File: config.mk
export PLATFORM = sky130hd
export DESIGN_NAME = codec_cfg_sequencer
export DESIGN_NICKNAME = d
export VERILOG_FILES = /design/src/rtl/codec_cfg_sequencer.sv
export SDC_FILE = /design/constraint.sdc
export NUM_CORES = 1
export LEC_CHECK = 0
export ABC_AREA = 1
export ABC_CLOCK_PERIOD_IN_PS = 1790
export BUFFER_PORTS_ARGS = -buffer_cell sky130_fd_sc_hd__buf_2
export CORE_UTILIZATION = 55
export CTS_CLUSTER_SIZE = 12
export DETAILED_ROUTE_END_ITERATION = 8
export GPL_TIMING_DRIVEN = 0
export PLACE_DENSITY_LB_ADDON = 0.2
export SETUP_SLACK_MARGIN = 0.5
export SLEW_MARGIN = 20
export SYNTH_ARGS = -nofsm -noshare
export SYNTH_HDL_FRONTEND = slang
export SYNTH_SLANG_ARGS = --single-unit
File: constraint.sdc
create_clock -name MCLK -period 1.79 [get_ports MCLK]
set_input_delay 0.0895 -clock MCLK [delete_from_list [all_inputs] [get_ports MCLK]]
set_output_delay 0.0895 -clock MCLK [all_outputs]
set_load 0.005 [all_outputs]
File: src/rtl/codec_cfg_sequencer.sv
// Codec configuration sequencer: walks a {sub-address, data} table and issues one I2C
// write per entry, with optional soft reset first, a settle gap and bounded NACK retry.
module codec_cfg_sequencer #(
    parameter int                NUM_REGS      = 10,
    parameter int                ADDR_W        = 7,
    parameter int                DATA_W        = 9,
    parameter bit                SEND_RESET    = 1'b1,
    parameter logic [ADDR_W-1:0] RESET_ADDR    = 7'h0F,
    parameter int                SETTLE_CYCLES = 16,
    parameter int                MAX_RETRIES   = 3,
    localparam int               IDX_W         = (NUM_REGS > 1) ? $clog2(NUM_REGS) : 1,
    localparam int               ERR_W         = IDX_W + 1,
    localparam int               CMD_W         = ADDR_W + DATA_W
) (
    input  logic             MCLK,
    input  logic             RESET,
    input  logic             GO,
    output logic [IDX_W-1:0] TBL_INDEX,
    input  logic [CMD_W-1:0] TBL_ENTRY,
    output logic             CMD_VALID,
    input  logic             CMD_READY,
    output logic [CMD_W-1:0] CMD_DATA,
    input  logic             CMD_DONE,
    input  logic             CMD_NACK,
    output logic             BUSY,
    output logic             END,
    output logic             ERROR,
    output logic [ERR_W-1:0] ERR_INDEX
);

    typedef enum logic [2:0] {
        S_IDLE,
        S_RST_ISSUE,
        S_LOAD,
        S_ISSUE,
        S_WAIT,
        S_SETTLE,
        S_DONE,
        S_FAIL
    } state_t;

    localparam logic [IDX_W-1:0] LAST_IDX    = IDX_W'(NUM_REGS - 1);
    localparam logic [IDX_W-1:0] IDX_ONE     = IDX_W'(1);
    localparam logic [15:0]      SETTLE_LAST = 16'(SETTLE_CYCLES - 1);
    localparam logic [3:0]       RETRY_MAX   = 4'(MAX_RETRIES);
    localparam logic [ERR_W-1:0] ERR_OFS     = ERR_W'(SEND_RESET);

    state_t             r_state;
    state_t             w_next_state;
    logic [1:0]         r_go_sync;
    logic               r_go_prev;
    logic [IDX_W-1:0]   r_tbl_index;
    logic [CMD_W-1:0]   r_cmd_data;
    logic [3:0]         r_retry_cnt;
    logic [15:0]        r_settle_cnt;
    logic               r_is_reset_wr;
    logic               r_retry_pend;
    logic [ERR_W-1:0]   r_err_index;

    logic               w_go_rise;
    logic               w_settle_done;
    logic               w_retry_ok;
    logic               w_last_entry;

    assign w_go_rise     = r_go_sync[1] & ~r_go_prev;
    assign w_settle_done = (r_settle_cnt == SETTLE_LAST);
    assign w_retry_ok    = (r_retry_cnt < RETRY_MAX);
    assign w_last_entry  = !r_is_reset_wr && (r_tbl_index == LAST_IDX);

    // NOTE: sequential state uses non-blocking assignments so every register samples pre-edge values.
    always_ff @(posedge MCLK or negedge RESET) begin
        if (!RESET) begin
            r_state <= S_IDLE;
        end else begin
            r_state <= w_next_state;
        end
    end

    // NOTE: the next state defaults to the current state first, so no path infers a latch.
    always_comb begin
        w_next_state = r_state;
        case (r_state)
            S_IDLE, S_DONE, S_FAIL: begin
                if (w_go_rise) begin
                    w_next_state = SEND_RESET ? S_RST_ISSUE : S_LOAD;
                end
            end
            S_RST_ISSUE, S_LOAD: w_next_state = S_ISSUE;
            S_ISSUE: begin
                if (CMD_READY) begin
                    w_next_state = S_WAIT;
                end
            end
            S_WAIT: begin
                if (CMD_DONE) begin
                    w_next_state = (!CMD_NACK || w_retry_ok) ? S_SETTLE : S_FAIL;
                end
            end
            S_SETTLE: begin
                if (w_settle_done) begin
                    if (r_retry_pend) begin
                        w_next_state = r_is_reset_wr ? S_RST_ISSUE : S_LOAD;
                    end else if (w_last_entry) begin
                        w_next_state = S_DONE;
                    end else begin
                        w_next_state = S_LOAD;
                    end
                end
            end
            default: w_next_state = S_IDLE;
        endcase
    end

    always_ff @(posedge MCLK or negedge RESET) begin
        if (!RESET) begin
            r_go_sync     <= '0;
            r_go_prev     <= 1'b0;
            r_tbl_index   <= '0;
            r_cmd_data    <= '0;
            r_retry_cnt   <= '0;
            r_settle_cnt  <= '0;
            r_is_reset_wr <= 1'b0;
            r_retry_pend  <= 1'b0;
            r_err_index   <= '0;
        end else begin
            r_go_sync <= {r_go_sync[0], GO};
            r_go_prev <= r_go_sync[1];

            if (r_state == S_SETTLE && !w_settle_done) begin
                r_settle_cnt <= r_settle_cnt + 16'd1;
            end else begin
                r_settle_cnt <= '0;
            end

            case (r_state)
                S_IDLE, S_DONE, S_FAIL: begin
                    if (w_go_rise) begin
                        r_err_index   <= '0;
                        r_retry_cnt   <= '0;
                        r_retry_pend  <= 1'b0;
                        r_tbl_index   <= '0;
                        r_is_reset_wr <= SEND_RESET;
                    end
                end
                S_RST_ISSUE: r_cmd_data <= {RESET_ADDR, {DATA_W{1'b0}}};
                S_LOAD:      r_cmd_data <= TBL_ENTRY;
                S_WAIT: begin
                    if (CMD_DONE) begin
                        if (!CMD_NACK) begin
                            r_retry_cnt <= '0;
                        end else if (w_retry_ok) begin
                            r_retry_cnt  <= r_retry_cnt + 4'd1;
                            r_retry_pend <= 1'b1;
                        end else begin
                            // Position counts the reset write as slot 0 when it is sent.
                            r_err_index <= r_is_reset_wr ? '0 : ({1'b0, r_tbl_index} + ERR_OFS);
                            r_tbl_index <= '0;
                        end
                    end
                end
                S_SETTLE: begin
                    if (w_settle_done) begin
                        if (r_retry_pend) begin
                            r_retry_pend <= 1'b0;
                        end else if (r_is_reset_wr) begin
                            r_is_reset_wr <= 1'b0;
                        end else if (r_tbl_index == LAST_IDX) begin
                            r_tbl_index <= '0;
                        end else begin
                            r_tbl_index <= r_tbl_index + IDX_ONE;
                        end
                    end
                end
                default: ;
            endcase
        end
    end

    assign TBL_INDEX = r_tbl_index;
    assign CMD_DATA  = r_cmd_data;
    assign CMD_VALID = (r_state == S_ISSUE);
    assign BUSY      = !(r_state == S_IDLE || r_state == S_DONE || r_state == S_FAIL);
    assign END       = (r_state == S_DONE);
    assign ERROR     = (r_state == S_FAIL);
    assign ERR_INDEX = r_err_index;

endmodule

==> summary.txt, run 1 <==
Global routing
  – GRT Overall Usage: 27.45%
  – Initial antenna violation count: 0
  – Vias in the first global route: 2347
  – Grt ovf: 0
  – First-pass GRT wire length: 10.83 mm
  – Largest net degree at the start of global routing: 54

Timing
  – Fin crit share: 89.05%
  – RSZ-0062 raised after global routing: true
  – Clock Skew: 4.496 ps
  – Final hold vios: 0
  – Final min period: 1594 ps
  – Final WS setup: 196.1 ps
  – Max-slew headroom: 56.73%
  – Slew Viols, Final: 0
  – Setup TNS: 0 ps
  – Worst-margin pin slew: 649.0 ps
  – FMAX: 0.6274 GHz
  – Final setup fails: 0

Logic synthesis
  – Share of the synthesized area in the top cell type: 50.05%
  – Synth Instances: 322
  – Main area contributors after synthesis: dfrtp_1, nand2_1, nor2_1
  – Register area share after synthesis: 50.05%
  – Post-synth ARST share: 100.0%
  – Synth Area per Inst: 8.230 sq um
  – Xor/xnor share of the synthesized area: 2.314%
  – Main combinational cell family by area after synthesis: simple AND/OR/NAND/NOR gates
  – Synth warn: 0
  – Mux contribution to synthesized area: 0%
  – Syn nets: 348
  – Compound-Gate Fraction of Synth Area: 7.790%
  – Ys flop type: dfrtp_1
  – Synth Cell Area: 2650 sq um
  – Post-synthesis simple-gate area fraction: 30.50%
  – Post-Synth Adder-Cell Area: 1.889%
  – Yosys top cell by area: dfrtp_1
  – Post-synth EDFFs: 0
  – Distinct cells, synth: 33
  – Synth Register Bits: 53

Finish
  – Finished Layout Cells: 477
  – Area growth syn-to-layout: 47.21%
  – Layout cells sized above 1: 45.88%
  – N_diodes: 0
  – Final Cell Area: 3901 sq um
  – Final net count: 450
  – Most frequent cells in the layout: nand2_1, buf_2, dfrtp_1
  – Most common cell after layout, fill and taps aside: nand2_1
  – Final design utilization: 86.61%

Floorplanning
  – Core region area: 4504 sq um
  – Num ports: 51
  – Row count: 24
  – Die Ht: 71.42 microns
  – Die width: 71.42 microns
  – Starting Density: 58.83%
  – Die area: 5100 sq um

Clocking
  – CTS sink cnt: 53
  – TritonCTS buffer count: 5
  – CTS Buffer Depth: 2
  – H-tree levels: 2
  – Root Driver: clkbuf_8
  – Clock Latency Late Sink: 310 ps
  – Clock-pin slew on the worst setup and hold paths: 100 ps
  – CTS tree: yes

Power
  – Combinational group share of total power: 49.1%
  – Pleak: 1.931 nW
  – Maximum VDD drop: 1100 uV
  – Power Internal: 2.922 mW
  – PD cells: 1264 nW/um^2
  – Register share of total power: 33.9%
  – Psw: 2.010 mW
  – Switching share of power: 40.75%
  – Clock share of power: 17.0%

Status
  – Outcome: finished, final reports clean

Setup path
  – Worst Path Max Fanout: 6
  – Worst EP required: 1990 ps
  – R2R Setup Slk: 200 ps
  – Reg2reg path depth: 9
  – Critical path capture point type: flip-flop
  – End of the worst register-to-register path: r_is_reset_wr
  – Kind of critical path: flip-flop to flip-flop
  – Crit path arrival time: 1800 ps
  – Setup crit start kind: flip-flop
  – Reg2Reg Launch Point: r_settle_cnt[12]

Hold path
  – Min-delay src: TBL_ENTRY[6]
  – Worst hold path class: input port to flip-flop
  – Worst Hold Depth: 3
  – Hold EP: CMD_DATA[6]

Placement
  – Place WS: 250.9 ps
  – Dpl hpwl: 3.757 mm
  – Final GP Congestion: 0.8416
  – DP Area: 2983 sq um
  – PortBufs: 50
  – Inst Count DP: 424

Routing
  – DRT iter0 DRCs: 168
  – Vias per Instance: 5.541
  – Final wirelength: 7.698 mm
  – Initial DRT Pass Iterations: 4
  – Antenna-violating nets left: 0
  – Drt wl/cell: 16.14 microns
  – DRC viols: 0
  – Vias post-DR: 2643

Job
  – Max_cap viols: 0
-- cell families (layout without fill, tap and decap cells) --
family | Yosys count | in the layout
fa+ha+maj | 4 | 4
compound gates | 35 | 35
simple gates | 175 | 175
flops | 53 | 53
buf+inv | 48 | 151
xor+xnor | 7 | 7
-- cell usage after synthesis (4+ instances only) --
library cell	n
dfrtp_1	53
ha_1	4
nor3_1	7
nand2_2	5
o21ai_0	17
o21ai_1	6
nor2_1	48
nand4_1	8
inv_1	39
nand2_1	79
inv_2	4
nand3_1	10
o22a_1	4
xor2_1	5
-- worst max-delay path, stage by stage (launching register included) --
cell	delay [ps]
dfrtp_1	440
nor2_1	170
nand2_1	110
nor2_4	140
nand2_2	80
nand2_2	120
buf_8	150
nand2_1	60
o21ai_1	140
nand2_1	80
-- sequential cells by signal, indices dropped and copies added, names as in the netlist --
| signal | flops |
|---|---|
| r_go_sync | 2 |
| r_state | 3 |
| r_retry_pend | 1 |
| r_is_reset_wr | 1 |
| r_go_prev | 1 |
| CMD_DATA | 16 |
| TBL_INDEX | 4 |
| r_settle_cnt | 16 |
| ERR_INDEX | 5 |
| r_retry_cnt | 4 |
-- routing by layer --
layer	wire [microns]	GRT usage [%]	vias up
met4	349	12.89	0
met2	3859	45.40	135
met3	514	5.063	37
li1	-	-	1219
met5	0	0	-
met1	2975	35.10	1252
-- what timing repair did --
item                                   in CTS  in global routing
endpoints found under the hold margin      54                  0
setup endpoints to repair                  50                 51
hold buffers                                2                  0
cloned                                      1                  2
buffers inserted                           23                 17
resized for setup                          41                 85
pin swaps                                  16                 33
-- stage by stage --
step | hold WS (ps) | total power, mW
final | 3.530 | 4.932
after global routing | 6.082 | 5.219
after CTS | 6.843 | 4.296
after detailed placement | 168.3 | 3.149
after global placement | 197.9 | 3.102
after floorplan | -206.1 | 2.639
-- worst max-delay path by stage --
stage                          endpoint  slack (ps)             start  depth (start not counted)
after CTS                  TBL_INDEX[0]         340   r_settle_cnt[0]                          9
after floorplan            ERR_INDEX[0]         440        r_state[0]                          8
after global placement     TBL_INDEX[2]         290   r_settle_cnt[0]                          9
after global routing         r_state[1]         150  r_settle_cnt[13]                          9
after detailed placement   TBL_INDEX[0]         250   r_settle_cnt[0]                          9
final                     r_is_reset_wr         200  r_settle_cnt[12]                          9
-- final cells by class --
| cell class | instances | area, sq um |
|---|---|---|
| multi-input combinational | 221 | 1499 |
| sequential | 53 | 1336 |
| timing repair buffer | 95 | 656.9 |
| fill | 219 | 603.1 |
| inverter | 43 | 168.9 |
| clock buffer | 5 | 68.82 |
| tap | 52 | 65.06 |
| buffer | 5 | 60.06 |
| clock inverter | 3 | 46.29 |
-- power groups by stage --
stage / sequential (mW) / combinational, mW / clock (mW)
finish: 1.67 / 2.42 / 0.836
global route: 1.70 / 2.63 / 0.886
CTS: 1.65 / 1.80 / 0.842
detailed placement: 1.66 / 1.49 / 0
global placement: 1.65 / 1.45 / 0
floorplan: 1.66 / 0.981 / 0
Note: power is estimated with default switching activity, not from simulation.
==> run 2, diff against run 1 <==
CELL_PAD_IN_SITES_DETAIL_PLACEMENT = 0   (was unset)
CELL_PAD_IN_SITES_GLOBAL_PLACEMENT = 2   (was unset)
CORE_UTILIZATION = 32   (was 55)
==> run 2 against run 1 <==
Against the previous run:
- the flow now finishes with violations (negative hold slack)
- sequential power barely moved
- count of clock-buffer cells in the layout did not move
- via count fell by 10%
- sequential cell count did not move
- register-to-register slack improved by 90 ps
- cell count rose by 10%
- fmax rose by 6.0%
- highest routed layer unchanged
==> summary.txt, run 2 (synthesis results as in run 1) <==
Routing
  – DRT iter0 DRCs: 84 (-50%)
  – Final wirelength: 6.265 mm (-19%)
  – Initial DRT Pass Iterations: 4 (unchanged)
  – DRC viols: 0 (unchanged)
  – Vias per Instance: 4.507 (-19%)
  – Drt wl/cell: 11.93 microns (-26%)
  – Antenna-violating nets left: 0 (unchanged)
  – Vias post-DR: 2366 (-10%)

Global routing
  – GRT Overall Usage: 15.23% (-12 points)
  – First-pass GRT wire length: 10.52 mm (-2.9%)
  – Initial antenna violation count: 0 (unchanged)
  – Vias in the first global route: 2253 (-4.0%)
  – Largest net degree at the start of global routing: 54 (unchanged)
  – Grt ovf: 0 (unchanged)

Timing
  – Final setup fails: 0 (unchanged)
  – FMAX: 0.6648 GHz (+6.0%)
  – RSZ-0062 raised after global routing: true
  – Clock Skew: 6.931 ps (+2.436 ps)
  – Final min period: 1504 ps (-89.71 ps)
  – Setup TNS: 0 ps (unchanged)
  – Slew Viols, Final: 0 (unchanged)
  – Final WS setup: 285.8 ps (+89.71 ps)
  – Max-slew headroom: 54.84% (-1.9 points)
  – Fin crit share: 84.04% (-5.0 points)
  – Final hold vios: 1 (+1)
  – Hold Slack: -0.3140 ps (-3.844 ps)
  – Worst-margin pin slew: 677.5 ps (+28.45 ps)

Status
  – Failing checks: negative hold slack
  – Outcome: finished with violations

Finish
  – Multi-input logic area: 1355 sq um (-9.6%)
  – Layout cells sized above 1: 40.66% (-5.2 points)
  – Final Cell Area: 3829 sq um (-1.9%)
  – Final net count: 448 (-0.44%)
  – Number of fill cells in the layout: 792 (+260%)
  – Total area of sequential cells: 1334 sq um (-0.19%)
  – Area growth syn-to-layout: 44.48%
  – Most common cell after layout, fill and taps aside: nand2_1
  – Most frequent cells in the layout: nand2_1, buf_2, dfrtp_1
  – N_diodes: 0 (unchanged)

Clocking
  – H-tree levels: 2 (unchanged)
  – TritonCTS buffer count: 5 (unchanged)
  – Clock Latency Late Sink: 300 ps (about the same)
  – Clock-pin slew on the worst setup and hold paths: 100 ps (about the same)
  – CTS sink cnt: 53 (unchanged)
  – CTS Buffer Depth: 2 (unchanged)
  – Root Driver: clkbuf_8
  – CTS tree: yes

Floorplanning
  – Die area: 8649 sq um (+70%)
  – Num ports: 51 (unchanged)
  – Row count: 32 (+33%)
  – Die Ht: 93 microns (+30%)
  – Core region area: 7888 sq um (+75%)
  – Die width: 93 microns (+30%)
  – Starting Density: 33.60% (-25 points)

Job
  – Max_cap viols: 0 (unchanged)

Placement
  – DP Area: 3045 sq um (+2.1%)
  – Place WS: 210.9 ps (-39.97 ps)
  – PortBufs: 50 (unchanged)
  – Final GP Congestion: 0.7205 (-14%)
  – Dpl hpwl: 4.231 mm (+13%)

Power
  – PD cells: 1286 nW/um^2 (+1.7%)
  – Pleak: 1.920 nW (-0.56%)
  – Final Power: 4.922 mW (-0.20%)
  – Maximum VDD drop: 633.7 uV (-42%)

Setup path
  – Worst Path Max Fanout: 7 (+1)
  – Crit path arrival time: 1710 ps (-90 ps)
  – Critical path capture point type: flip-flop
  – Kind of critical path: flip-flop to flip-flop
  – Setup crit start kind: flip-flop
  – Worst EP required: 1990 ps (about the same)

Hold path
  – Worst hold path class: input port to flip-flop
## run 2: cell count changes in the layout (fill, tap and decap cells not counted), sizes merged
| cell | previous run | this run |
|---|---|---|
| inv | 43 | 44 |
| bufinv | 1 | 2 |
| clkbuf | 7 | 5 |
| clkinvlp | 1 | 0 |
| clkinv | 1 | 0 |
## run 2: final timing paths
path	from	endpoint	slack, ps	cells after the start
setup reg to reg	r_state[1]	ERR_INDEX[1]	290	8
hold / removal	TBL_ENTRY[7]	CMD_DATA[7]	-0.3	3
setup / recovery	r_state[1]	ERR_INDEX[1]	290	8
hold reg to reg	r_go_sync[0]	r_go_sync[1]	360	0
min in group asynchronous	RESET	r_settle_cnt[11]	350	2
max in group asynchronous	RESET	r_state[0]	940	2
## run 2: per-stage QoR
step,cells,utilization [%],hold slack [ps]
floorplan,322,-,-206.1
global placement,474,38.58,198.6
detailed placement,474,38.61,195.5
CTS,502,45.11,2.750
global route,525,48.54,5.454
finish,525,48.54,-0.3140
## run 2: layout make-up
cell class,count,area share [%]
multi-input cells,221,35.39
flip-flops and latches,53,34.84
plain buffers,5,1.699
clock buffers,5,1.797
clock inverters,3,1.797
inverters,43,4.477
well taps,102,3.333
repair buffers,93,16.67
## run 2: what timing repair did
action                                  CTS  global route
gates cloned                              1             2
gates resized for setup                  45            39
endpoints found under the setup margin   50            52
buffers inserted                         17            21
endpoints found under the hold margin    54             0
pin swaps                                18             9
hold buffers                              2             0
## run 2: per-layer routing
metal / track usage [%] / part of all wire (%)
met1: 19.92 / 47
met2: 25.31 / 48
met3: 3.659 / 4.3
met4: 3.846 / 0.77
met5: 0 / 0
## run 2: worst max-delay path, cell delays in order, from the launching register on
cell and delay (ps):
dfrtp_2 460, nor2_4 160, nand2_4 90, or2_0 240
buf_4 170, nand3_4 130, inv_4 60, nand2_2 50
nand2_1 40
## run 2: report_power, final
group | internal, mW | switching, mW
combinational | 1.07 | 1.23
sequential | 1.46 | 0.197
clock | 0.563 | 0.407
total | 3.09 | 1.83
==> run 3, diff against run 2 <==
ABC_AREA = 0   (was 1)
ABC_CLOCK_PERIOD_IN_PS = 1360   (was 1790)
CORE_UTILIZATION = 30   (was 32)
clock period = 1.36 ns   (was 1.79 ns; I/O delays follow)
==> run 3 against run 2 <==
Against the previous run:
- largest power group unchanged
- power is 65% higher
- count of clock-buffer cells in the layout rose by 1
- cell count decreased by 7.2%
- worst hold slack worse by 210 ps
- the run ends with negative hold slack, negative setup slack left
- global-route usage rose by 1.4 points
- area after synthesis decreased by 0.42%
==> summary.txt, run 3 <==
Finish
  – Most frequent cells in the layout: buf_2, dfrtp_1, nor2_1
  – N_diodes: 0 (unchanged)
  – Multi-input logic area: 1590 sq um (+17%)
  – Final design utilization: 49.16% (+0.62 points)
  – Layout cells sized above 1: 50.79% (+10 points)
  – Most common cell after layout, fill and taps aside: buf_2
  – Final net count: 407 (-9.2%)
  – Total area of sequential cells: 1331 sq um (-0.19%)
  – Number of fill cells in the layout: 815 (+2.9%)
  – Area growth syn-to-layout: 56.14%

Routing
  – Initial DRT Pass Iterations: 4 (unchanged)
  – Antenna-violating nets left: 0 (unchanged)
  – Final wirelength: 7.199 mm (+15%)
  – DRC viols: 0 (unchanged)
  – Drt wl/cell: 14.78 microns (+24%)
  – Vias per Instance: 4.823 (+7.0%)
  – DRT iter0 DRCs: 61 (-27%)
  – Vias post-DR: 2349 (-0.72%)

Global routing
  – Largest net degree at the start of global routing: 54 (unchanged)
  – Vias in the first global route: 2241 (-0.53%)
  – GRT Overall Usage: 16.62% (+1.4 points)
  – First-pass GRT wire length: 11.59 mm (+10%)
  – Initial antenna violation count: 0 (unchanged)
  – Grt ovf: 0 (unchanged)

Timing
  – FMAX: 0.5240 GHz (-21%)
  – Clock Skew: 8.066 ps (+1.135 ps)
  – Fin crit share: 140.3% (+56 points)
  – Final min period: 1908 ps (+404.1 ps)
  – Final hold vios: 53 (+52)
  – Final setup fails: 52 (+52)
  – Final WS setup: -548.4 ps (-834.1 ps)
  – Max-slew headroom: 53.12% (-1.7 points)
  – Worst-margin pin slew: 703.1 ps (+25.67 ps)
  – RSZ-0062 raised after global routing: true
  – Slew Viols, Final: 0 (unchanged)
  – Hold Slack: -208.7 ps (-208.4 ps)
  – Setup TNS: -12870 ps (-12870 ps)

Power
  – Pleak: 1.855 nW (-3.4%)
  – Maximum VDD drop: 830.3 uV (+31%)
  – PD cells: 1970 nW/um^2 (+53%)

Setup path
  – Crit path largest cell delay: 390 ps (-70 ps)
  – End of the worst register-to-register path: TBL_INDEX[1]
  – CP Cell Sequence: ha_2, or3_4, a2111oi_4, a21oi_2, nand3_2, mux2_4
  – Setup crit start kind: flip-flop
  – Reg2Reg Launch Point: r_retry_cnt[1]
  – Kind of critical path: flip-flop to flip-flop
  – Critical path capture point type: flip-flop
  – Crit path arrival time: 2100 ps (+390 ps)
  – Crit-path slowest cell: dfrtp_1
  – Reg2reg path depth: 6 (-2)
  – Worst Path Max Fanout: 4 (-3)
  – R2R Setup Slk: -550 ps (-830 ps)
  – Worst EP required: 1560 ps (-430 ps)

Logic synthesis
  – Synth top cells by count: dfrtp_1, nor2_1, nand2_1
  – Register area share after synthesis: 50.26% (+0.21 points)
  – Synth Register Bits: 53 (unchanged)
  – Synth warn: 0 (unchanged)
  – Synth Area per Inst: 9.631 sq um (+17%)
  – Post-synth ARST share: 100.0% (unchanged)
  – Post-synth EDFFs: 0 (unchanged)
  – Synth Cell Area: 2639 sq um (-0.42%)
  – Synth Instances: 274 (-15%)
  – Ys flop type: dfrtp_1
  – Top-count cell post-synth: dfrtp_1
  – Syn nets: 300 (-14%)
  – Share of the synthesized area in the top cell type: 50.26% (+0.21 points)
  – Distinct cells, synth: 46 (+39%)
  – Main area contributors after synthesis: dfrtp_1, nor2_1, and3_1
  – Yosys top cell by area: dfrtp_1

Clocking
  – Clock Latency Late Sink: 300 ps (about the same)
  – Hold Buf Count CTS: 1 (-1)
  – Clock-pin slew on the worst setup and hold paths: 100 ps (about the same)
  – CTS Buffer Depth: 2 (unchanged)
  – CTS tree: yes
  – TritonCTS buffer count: 5 (unchanged)
  – Root Driver: clkbuf_8
  – CTS sink cnt: 53 (unchanged)
  – H-tree levels: 2 (unchanged)

Placement
  – Dpl hpwl: 4.528 mm (+7.0%)
  – Final GP Congestion: 0.7254 (+0.68%)
  – PortBufs: 50 (unchanged)

Status
  – Outcome: finished with violations
  – Failing checks: negative hold slack, negative setup slack

Floorplanning
  – Die Ht: 95.79 microns (+3.0%)
  – Num ports: 51 (unchanged)
  – Core region area: 8382 sq um (+6.3%)
  – Row count: 33 (+3.1%)
  – Die area: 9175 sq um (+6.1%)
  – Die width: 95.79 microns (+3.0%)
  – Starting Density: 31.48% (-2.1 points)

Hold path
  – Worst hold path class: input port to asynchronous set/reset pin

Job
  – Max_cap viols: 0 (unchanged)
run 3: metrics by stage:
stage	setup WS [ps]	power, mW	area (sq um)	cells
finish	-548.4	8.119	4120	487
global route	-615.6	8.671	4120	487
CTS	-559.0	7.462	3859	469
detailed placement	-655.6	5.060	3168	429
global placement	-653.1	5.047	3166	429
floorplan	-463.7	4.167	2784	274
run 3: how the worst max path moves through the flow:
stage,start,to,depth (start not counted)
6_report,r_retry_cnt[1],TBL_INDEX[1],6
5_1_grt,r_retry_cnt[1],TBL_INDEX[1],6
4_1_cts,r_retry_cnt[1],TBL_INDEX[1],6
3_5_place_dp,r_settle_cnt[11],TBL_INDEX[3],5
3_3_place_gp,r_settle_cnt[13],TBL_INDEX[1],5
2_1_floorplan,r_retry_cnt[0],TBL_INDEX[0],6
run 3: layer usage:
layer	part of all wire (%)	global-route usage (%)
met5	0	0
met4	0.81	4.104
met3	2.7	3.002
met2	48	26.19
met1	49	23.52
run 3: worst max-delay path, delay by kind of cell, from the launching register on:
kind | cells | cell delay (ps)
multiplexers | 1 | 310
AND/OR/NAND/NOR | 2 | 480
adder cells (fa/ha/maj) | 1 | 170
AO/OA/AOI/OAI | 2 | 450
flip-flops | 1 | 390
run 3: layout make-up:
class	count	area share, %
Multi-Input combinational cell	200	38.60
Inverter	8	1.032
Timing Repair Buffer	100	17.49
Sequential cell	53	32.31
Buffer	13	5.375
Clock buffer	6	1.761
Tap cell	105	3.189
Clock inverter	2	0.2429
run 3: what timing repair did:
action,4_1_cts,5_1_grt
gates resized for setup,83,38
endpoints found under the hold margin,54,53
gates cloned,2,1
pin swaps,15,18
endpoints found under the setup margin,79,79
buffers inserted,29,17
run 3: where the power goes:
part	internal [mW]	switching, mW
Combinational	2.72	2.37
Clock	0.359	0.528
Sequential	1.90	0.240
run 3: logic make-up after synthesis:
logic type,share of synthesized area (%)
buffers and inverters,3.367
XOR/XNOR,5.642
multiplexers,4.220
adder cells (fa/ha/maj),1.897
AND/OR/NAND/NOR,20.34
AO/OA/AOI/OAI,14.27
flip-flops,50.26
